## config.mk

```make
export PLATFORM = sky130hd
export DESIGN_NAME = mc_core
export DESIGN_NICKNAME = d
export VERILOG_FILES = /design/src/rtl/mc_core.sv
export SDC_FILE = /design/constraint.sdc
export NUM_CORES = 1
export LEC_CHECK = 0
export ABC_CLOCK_PERIOD_IN_PS = 8600
export CAP_MARGIN = 0
export CORE_ASPECT_RATIO = 1.5
export CORE_MARGIN = 2
export CORE_UTILIZATION = 63
export CTS_CLUSTER_SIZE = 20
export DETAILED_ROUTE_END_ITERATION = 6
export PLACE_DENSITY_LB_ADDON = 0.2
export SETUP_SLACK_MARGIN = 0.15
export SYNTH_ARGS = -nofsm -noshare
export SYNTH_HDL_FRONTEND = slang
export SYNTH_SLANG_ARGS = --single-unit
```

## constraint.sdc

```tcl
create_clock -name clk -period 8.6 [get_ports clk]
set_clock_uncertainty 0.05 [all_clocks]
set_input_delay 2.15 -clock clk [delete_from_list [all_inputs] [get_ports clk]]
set_output_delay 2.15 -clock clk [all_outputs]
set_load 0.01 [all_outputs]
```

## src/rtl/mc_core.sv

```systemverilog
// mc_core: multi-cycle processor core for the 16-bit instruction set, sequenced as
// FETCH/DECODE/EXEC/MEM/WB over handshaked instruction and data memory ports.
module mc_core #(
  parameter int DATA_W = 8,
  parameter int PC_W   = 8
) (
  input  logic              clk,
  input  logic              rst,
  output logic              imem_req,
  output logic [PC_W-1:0]   imem_addr,
  input  logic              imem_ack,
  input  logic [15:0]       imem_rdata,
  output logic              dmem_req,
  output logic              dmem_we,
  output logic [DATA_W-1:0] dmem_addr,
  output logic [DATA_W-1:0] dmem_wdata,
  input  logic              dmem_ack,
  input  logic [DATA_W-1:0] dmem_rdata,
  output logic [PC_W-1:0]   pc,
  output logic              ovf,
  output logic              retire,
  output logic              halted
);

  localparam logic [3:0] OP_ADD  = 4'd0;
  localparam logic [3:0] OP_SUB  = 4'd1;
  localparam logic [3:0] OP_AND  = 4'd2;
  localparam logic [3:0] OP_OR   = 4'd3;
  localparam logic [3:0] OP_ADDI = 4'd4;
  localparam logic [3:0] OP_LW   = 4'd5;
  localparam logic [3:0] OP_SW   = 4'd6;
  localparam logic [3:0] OP_BEQ  = 4'd7;
  localparam logic [3:0] OP_JMP  = 4'd8;
  localparam logic [3:0] OP_HALT = 4'd9;

  typedef enum logic [2:0] {
    ST_FETCH  = 3'd0,
    ST_DECODE = 3'd1,
    ST_EXEC   = 3'd2,
    ST_MEM    = 3'd3,
    ST_WB     = 3'd4,
    ST_HALT   = 3'd5
  } state_t;

  state_t state_r, state_nx_s;

  logic imem_req_r, imem_req_nx_s;
  logic dmem_req_r, dmem_req_nx_s;
  logic retire_r, retire_nx_s;
  logic halted_r, halted_nx_s;
  logic dmem_we_r;
  logic [DATA_W-1:0] dmem_addr_r;
  logic [DATA_W-1:0] dmem_wdata_r;

  logic [15:0]       instr_r;
  logic [DATA_W-1:0] a_r;
  logic [DATA_W-1:0] b_r;
  logic [DATA_W-1:0] res_r;
  logic              carry_r;
  logic [PC_W-1:0]   pc_r;
  logic [PC_W-1:0]   pc_nx_r;
  logic              ovf_r;
  logic [DATA_W-1:0] regs_r [0:3];

  logic [3:0]        op_s;
  logic [1:0]        rs_s;
  logic [1:0]        rt_s;
  logic [1:0]        rd_s;
  logic [7:0]        imm_s;
  logic signed [7:0] imm_sg_s;
  logic [DATA_W-1:0] sext_d_s;
  logic [PC_W-1:0]   sext_p_s;
  logic [PC_W-1:0]   pc_inc_s;
  logic [PC_W-1:0]   pc_next_s;
  logic [DATA_W-1:0] alu_s;
  logic              carry_s;
  logic [DATA_W-1:0] ea_s;
  logic              is_mem_s;
  logic              fetch_done_s;
  logic              mem_done_s;

  assign op_s     = instr_r[15:12];
  assign rs_s     = instr_r[11:10];
  assign rt_s     = instr_r[9:8];
  assign rd_s     = instr_r[7:6];
  assign imm_s    = instr_r[7:0];
  assign imm_sg_s = imm_s;
  // Signed casts sign-extend when widening and truncate when PC_W is narrower than 8.
  assign sext_d_s = DATA_W'(imm_sg_s);
  assign sext_p_s = PC_W'(imm_sg_s);
  assign pc_inc_s = pc_r + PC_W'(1'b1);
  assign ea_s     = a_r + sext_d_s;
  assign is_mem_s = (op_s == OP_LW) || (op_s == OP_SW);

  // A transfer completes only on a cycle where our own request is high.
  assign fetch_done_s = imem_req_r && imem_ack;
  assign mem_done_s   = dmem_req_r && dmem_ack;

  // ALU result and carry/borrow for the instruction held in EXEC
  always_comb begin
    alu_s   = '0;
    carry_s = 1'b0;
    case (op_s)
      OP_ADD:  {carry_s, alu_s} = {1'b0, a_r} + {1'b0, b_r};
      OP_SUB:  {carry_s, alu_s} = {1'b0, a_r} - {1'b0, b_r};
      OP_AND:  alu_s = a_r & b_r;
      OP_OR:   alu_s = a_r | b_r;
      OP_ADDI: {carry_s, alu_s} = {1'b0, a_r} + {1'b0, sext_d_s};
      default: alu_s = '0;
    endcase
  end

  // Next program counter: branch, jump or fall-through
  always_comb begin
    pc_next_s = pc_inc_s;
    if (op_s == OP_BEQ) begin
      if (a_r == b_r) begin
        pc_next_s = pc_inc_s + sext_p_s;
      end else begin
        pc_next_s = pc_inc_s;
      end
    end else if (op_s == OP_JMP) begin
      pc_next_s = PC_W'(imm_s);
    end else begin
      pc_next_s = pc_inc_s;
    end
  end

  // Sequencer next state and next values of the registered control outputs
  always_comb begin
    state_nx_s    = state_r;
    imem_req_nx_s = 1'b0;
    dmem_req_nx_s = 1'b0;
    retire_nx_s   = 1'b0;
    halted_nx_s   = halted_r;
    case (state_r)
      ST_FETCH: begin
        if (fetch_done_s) begin
          state_nx_s = ST_DECODE;
        end else begin
          imem_req_nx_s = 1'b1;
        end
      end
      ST_DECODE: state_nx_s = ST_EXEC;
      ST_EXEC: begin
        if (is_mem_s) begin
          state_nx_s    = ST_MEM;
          dmem_req_nx_s = 1'b1;
        end else if (op_s == OP_HALT) begin
          state_nx_s  = ST_HALT;
          halted_nx_s = 1'b1;
        end else begin
          state_nx_s  = ST_WB;
          retire_nx_s = 1'b1;
        end
      end
      ST_MEM: begin
        if (mem_done_s) begin
          state_nx_s  = ST_WB;
          retire_nx_s = 1'b1;
        end else begin
          dmem_req_nx_s = 1'b1;
        end
      end
      ST_WB: begin
        state_nx_s    = ST_FETCH;
        imem_req_nx_s = 1'b1;
      end
      ST_HALT: state_nx_s = ST_HALT;
      default: state_nx_s = ST_FETCH;
    endcase
  end

  // State register and registered control outputs
  always_ff @(posedge clk or negedge rst) begin
    if (!rst) begin
      state_r    <= ST_FETCH;
      imem_req_r <= 1'b0;
      dmem_req_r <= 1'b0;
      retire_r   <= 1'b0;
      halted_r   <= 1'b0;
    end else begin
      state_r    <= state_nx_s;
      imem_req_r <= imem_req_nx_s;
      dmem_req_r <= dmem_req_nx_s;
      retire_r   <= retire_nx_s;
      halted_r   <= halted_nx_s;
    end
  end

  // Datapath: instruction latch, operands, results, memory access fields, pc and flags
  always_ff @(posedge clk or negedge rst) begin
    if (!rst) begin
      instr_r      <= 16'h0000;
      a_r          <= '0;
      b_r          <= '0;
      res_r        <= '0;
      carry_r      <= 1'b0;
      pc_r         <= '0;
      pc_nx_r      <= '0;
      ovf_r        <= 1'b0;
      dmem_we_r    <= 1'b0;
      dmem_addr_r  <= '0;
      dmem_wdata_r <= '0;
    end else begin
      case (state_r)
        ST_FETCH: begin
          if (fetch_done_s) begin
            instr_r <= imem_rdata;
          end
        end
        ST_DECODE: begin
          a_r <= regs_r[rs_s];
          b_r <= regs_r[rt_s];
        end
        ST_EXEC: begin
          res_r   <= alu_s;
          carry_r <= carry_s;
          pc_nx_r <= pc_next_s;
          // Address, data and direction are frozen here for the whole MEM phase.
          if (is_mem_s) begin
            dmem_addr_r  <= ea_s;
            dmem_wdata_r <= b_r;
            dmem_we_r    <= (op_s == OP_SW);
          end
        end
        ST_MEM: begin
          if (mem_done_s) begin
            if (!dmem_we_r) begin
              res_r <= dmem_rdata;
            end
            dmem_we_r <= 1'b0;
          end
        end
        ST_WB: begin
          pc_r  <= pc_nx_r;
          ovf_r <= ovf_r | carry_r;
        end
        default: ;
      endcase
    end
  end

  // Register file: written only in WB by ALU, ADDI and LW
  always_ff @(posedge clk or negedge rst) begin
    if (!rst) begin
      for (int i = 0; i < 4; i++) begin
        regs_r[i] <= '0;
      end
    end else if (state_r == ST_WB) begin
      case (op_s)
        OP_ADD, OP_SUB, OP_AND, OP_OR: regs_r[rd_s] <= res_r;
        OP_ADDI, OP_LW:                regs_r[rt_s] <= res_r;
        default: ;
      endcase
    end
  end

  assign imem_req   = imem_req_r;
  assign imem_addr  = pc_r;
  assign dmem_req   = dmem_req_r;
  assign dmem_we    = dmem_we_r;
  assign dmem_addr  = dmem_addr_r;
  assign dmem_wdata = dmem_wdata_r;
  assign pc         = pc_r;
  assign ovf        = ovf_r;
  assign retire     = retire_r;
  assign halted     = halted_r;

endmodule

```

Word level (Yosys, flattened, before mapping):

Cells that the tools add are included.

* add/sub/neg operators: 6
* $lt $le $gt $ge: 5
* equality and inequality tests: 19
* multiplexer cells: 38
* bitwise logic cells: 7
* reductions and logical operators: 18

Operators by type and width (number)
* 8-bit two-way mux: 11
* 32-bit bitwise mux: 2
* 32-bit one-hot mux with 2 select lines: 1
* 8-bit one-hot mux with 5 select lines: 1
* 8-bit binary-select mux with 2-bit select: 2
* 8-bit demux with 2-bit select: 2
* 8-bit by 8-bit adder with 9-bit output: 2
* 8-bit adder: 2
* 4-bit by 3-bit equality test with 1-bit output, second input constant: 4
* 8-bit one-hot mux with 2 select lines: 1
* 3-bit one-hot mux with 5 select lines: 1
* 3-bit >= comparator, second input constant: 3
* 1-bit two-way mux: 9
* 3-bit two-way mux: 3
* 2-bit NOT with 3-bit output: 3
* 3-bit AND reduction: 3
* 8-bit by 8-bit subtractor with 9-bit output: 1
* 8-bit by 1-bit adder with 8-bit output, second input constant: 1
* 8-bit AND: 1
* 4-bit by 2-bit equality test with 1-bit output, second input constant: 2
* 4-bit equality test, second input constant: 2
* 8-bit equality test: 1
* 2-bit inequality test, second input constant: 4
* 8-bit bitwise OR: 1
* other kinds (17): 30

* register bits: 114
* input port bits: 28
* output and inout bits: 38
* word-level logic and storage cells: 113

Depth between registers and ports, before layout:

* word-level depth: 7
* depth in mapped cells: 10
* gate-level depth less buffers: 10

Worst setup path after synthesis:

OpenSTA, ideal clock, no wires.

* path kind: in2reg
* from: input port imem_ack
* to: register instr_r[0]
* setup time: 0.125 ns
* arrival time: 3.160 ns
* required time: 8.425 ns
* path slack: 5.266 ns
* cell stages on the path: 5
* path buffers: 1
* cells stage by stage: nand2_1 -> nor2_1 -> nand2_1 -> clkbuf_1 -> mux2_2

* cells in the longest elaborated chain, start to end: 2

RTL lines
* from (decl): RTL line 11 `input logic imem_ack,`
* 1-bit logical AND: RTL line 96 `assign fetch_done_s = imem_req_r && imem_ack;`
* 2-bit AND reduction (no source line)
* to (signal assigned): RTL line 209 `instr_r <= imem_rdata;`
* to (decl): RTL line 55 `logic [15:0] instr_r;`

No other way between the ends.
A chain may end at the register's enable or synchronous reset.

Worst setup path in the final report:

* from: register pc_r[2], in the netlist imem_addr[2]
* to: output port imem_addr[2]

RTL lines
* from (decl): RTL line 60 `logic [PC_W-1:0] pc_r;`
* from (signal assigned): RTL line 236 `pc_r <= pc_nx_r;`
* to (decl): RTL line 10 `output logic [PC_W-1:0] imem_addr,`

No word-level cell between the ends.

==> impl_metrics.toml <==
[yosys]
synthTopCellsByCount = "dfrtp_1 (114), nand2_1 (69), o21ai_0 (62), mux2_2 (59), ha_1 (42)"
ys.flop_type = "dfrtp_1"
post_synth.cell_area_avg_um2 = 10.33
synth-seq-cells = 114
yosys_warnings = 0
ys_seq_area_share_pct = 41.77
synth_largest_type_area_fraction_pct = 41.77
synth.area.top_cells = "dfrtp_1 (42%), mux2_2 (9.7%), ha_1 (7.7%)"
synth.most_common_cell = "dfrtp_1"
synth_nets = 735
synth_area_mm2 = 0.006830
async_flop_share_pct = 100.0
synth_edf_count = 0
netlist_instances = 661
synth_area_leader_cell = "dfrtp_1"
ys_types = 59

[die]
io_pins = 66
die_y_um = 131.5
dieArea_mm2 = 0.01171
die_x_um = 89.02
start_util_pct = 64.50
rows = 46
core_area_mm2 = 0.01059

[pwr]
p_leak_nw = 3.568
ir_drop_v = 0.0002060
finalPower_mw = 3.280
p_per_area_mw_per_mm2 = 402.0

[finish]
nets = 784
finish.instance_area_mm2 = 0.008158
fillCellCount = 735
area_growth_pct = 19.44
drive_gt1_share_pct = 17.04
layout.cells.non_filler = 866
antenna_cells = 0
finish.utilization_pct = 77.03

[clock_tree]
post-cts-setup-buffers = 0
clock_sinks = 114
hold_buffers = 0
cts_buffer_depth = 2
numCtsBuffers = 17
clk_latency_ps = 410
cts_tree = "done"
clockRootBuffer = "clkbuf_16"
clk_pin_slew_worst_paths_ps = 50
htree_num_levels = 4
post_cts_resized = 0

[route]
drt-vias-per-instance = 6.344
drc = 0
initialDrtViolationCount = 419
routed_wl_um = 18470
dr.pass1.iters = 5
drtAntennaViolNets = 0
dr_total_vias = 5494
wl_per_cell_um = 21.32

[setup_path]
slowest_stage = "clkdlybuf4s50_1"
path_delay_family = "buffers and inverters"
slowest_delay_ps = 600
reg2reg_from = "imem_addr[0]"
path_cells = "clkdlybuf4s50_1"
cp-end-kind = "output pin"
r2r_cells = 10
r2r_setup_slack_ps = 5410
crit_type = "register to output pin"
path_buf_inv = 1
crit_path_start_kind = "register"
cp_data_required_time_ps = 6400
r2r-end = "pc_nx_r[7]"
cp_max_fo = 8
worstPathArrival_ps = 1490

[global_routing]
grt_max_degree = 81
gr-total-overflow = 0
grt_util_all_layers_pct = 33.49
antenna_found_initial = 0
grt_pass1_wl_um = 29530
grt_pass1_vias = 5807

[flow_run]
maxCapViolations = 0

[sta]
rsz0062_at_grt = "false"
min_period_over_period_pct = 42.89
worst_pin_slew_ps = 1068
min_period_ps = 3688
hold_viol = 0
finalSetupViolCount = 0
fin_tns_setup_ps = 0
drv_slew = 0
fmax_ghz = 0.2711
slew_headroom_pct = 28.59

[place]
portBuffers = 65
dpl.cell_count = 835
dpl_cell_area_mm2 = 0.007507
gp_congestion = 0.9288
dp_hpwl_um = 13580

[hold_path]
min_path_type = "register to register"
hp-start = "ovf"
min_to = "ovf"
min_path_cells = 1

[status]
status = "complete, no violations"
through the flow:
step / hold WS [ps] / setup slack, ps
2_1_floorplan: 394.4 / 5266
3_3_place_gp: 403.4 / 4772
3_5_place_dp: 407.3 / 4707
4_1_cts: 418.8 / 4892
5_1_grt: 440.0 / 4829
6_report: 420.7 / 4912
placed cells by master, fill, tap and decap left out, drive strengths merged, types with 4 or more instances in the layout:
cell type      synthesis  layout
bufinv                 0       5
dfrtp                114     114
nor3                  10      10
nand2b                 7       7
o211ai                 5       5
o221ai                 4       4
ha                    42      42
mux2                  59      59
nor2b                  4       4
mux4                  16      16
xnor2                 18      18
nor2                  30      30
nand3                 19      19
inv                   30      30
fa                     4       4
xor2                   8       8
o21bai                 6       6
clkbuf                21      21
a31oi                  6       6
a211oi                 7       7
a21o                   8       8
clkdlybuf4s50          0      64
o21ai                 64      64
a21oi                 33      33
nand2                 69      69
or3                    6       6
o22ai                  8       8
layout make-up:
| cell class | instances | area (um2) | area share [%] |
|---|---|---|---|
| Clock buffer | 21 | 470.5 | 5.767 |
| Multi-Input combinational cell | 480 | 3699 | 45.34 |
| Timing Repair Buffer | 67 | 663.1 | 8.129 |
| Tap cell | 144 | 180.2 | 2.209 |
| Clock inverter | 10 | 180.2 | 2.209 |
| Sequential cell | 114 | 2853 | 34.97 |
| Inverter | 30 | 112.6 | 1.380 |
worst max-delay path by stage:
stage	start	endpoint	slack (ps)	cells after the start
2_1_floorplan	imem_ack	instr_r[0]	5270	5
3_3_place_gp	imem_ack	instr_r[3]	4770	5
3_5_place_dp	imem_ack	instr_r[1]	4710	5
4_1_cts	imem_addr[3]	imem_addr[3]	4890	1
5_1_grt	imem_addr[3]	imem_addr[3]	4830	1
6_report	imem_addr[2]	imem_addr[2]	4910	1
per-layer routing:
| layer | part of all wire, % | wire length [um] | track usage [%] |
|---|---|---|---|
| met1 | 35 | 6546 | 37.85 |
| met2 | 55 | 10080 | 57.96 |
| met3 | 5.1 | 936 | 5.653 |
| met4 | 4.9 | 903 | 18.57 |
| met5 | 0 | 0 | 0 |
cell families after synthesis:
kind of cell             synth area share (%)
AO/OA/AOI/OAI                           14.91
buffers and inverters                   4.250
flip-flops                              41.77
XOR/XNOR                                3.334
adder cells (fa/ha/maj)                 8.866
multiplexers                            15.30
AND/OR/NAND/NOR                         11.58
flip-flops by register name, summed over array words and instances, names as in the netlist:
| signal | cells |
|---|---|
| dmem_req | 1 |
| dmem_wdata | 8 |
| instr_r | 16 |
| res_r | 8 |
| regs_r | 32 |
| ovf | 1 |
| retire | 1 |
| dmem_addr | 8 |
| state_r | 3 |
| dmem_we | 1 |
| b_r | 8 |
| imem_addr | 8 |
| imem_req | 1 |
| halted | 1 |
| a_r | 8 |
| pc_nx_r | 8 |
| carry_r | 1 |
power by group:
group | internal, mW | total, mW | switching [mW]
Sequential | 0.727 | 1.03 | 0.299
Clock | 0.534 | 0.776 | 0.243
Combinational | 0.688 | 1.48 | 0.789
worst register-to-register path, stage by stage (launching register included):
cell,delay (ps)
dfrtp_1,470
ha_1,300
xnor2_1,270
inv_1,80
ha_1,330
o21ai_0,260
o21bai_1,190
o22a_1,260
a2111o_1,390
a31o_1,230
a32o_1,250
(Power assumes the default switching activity.)
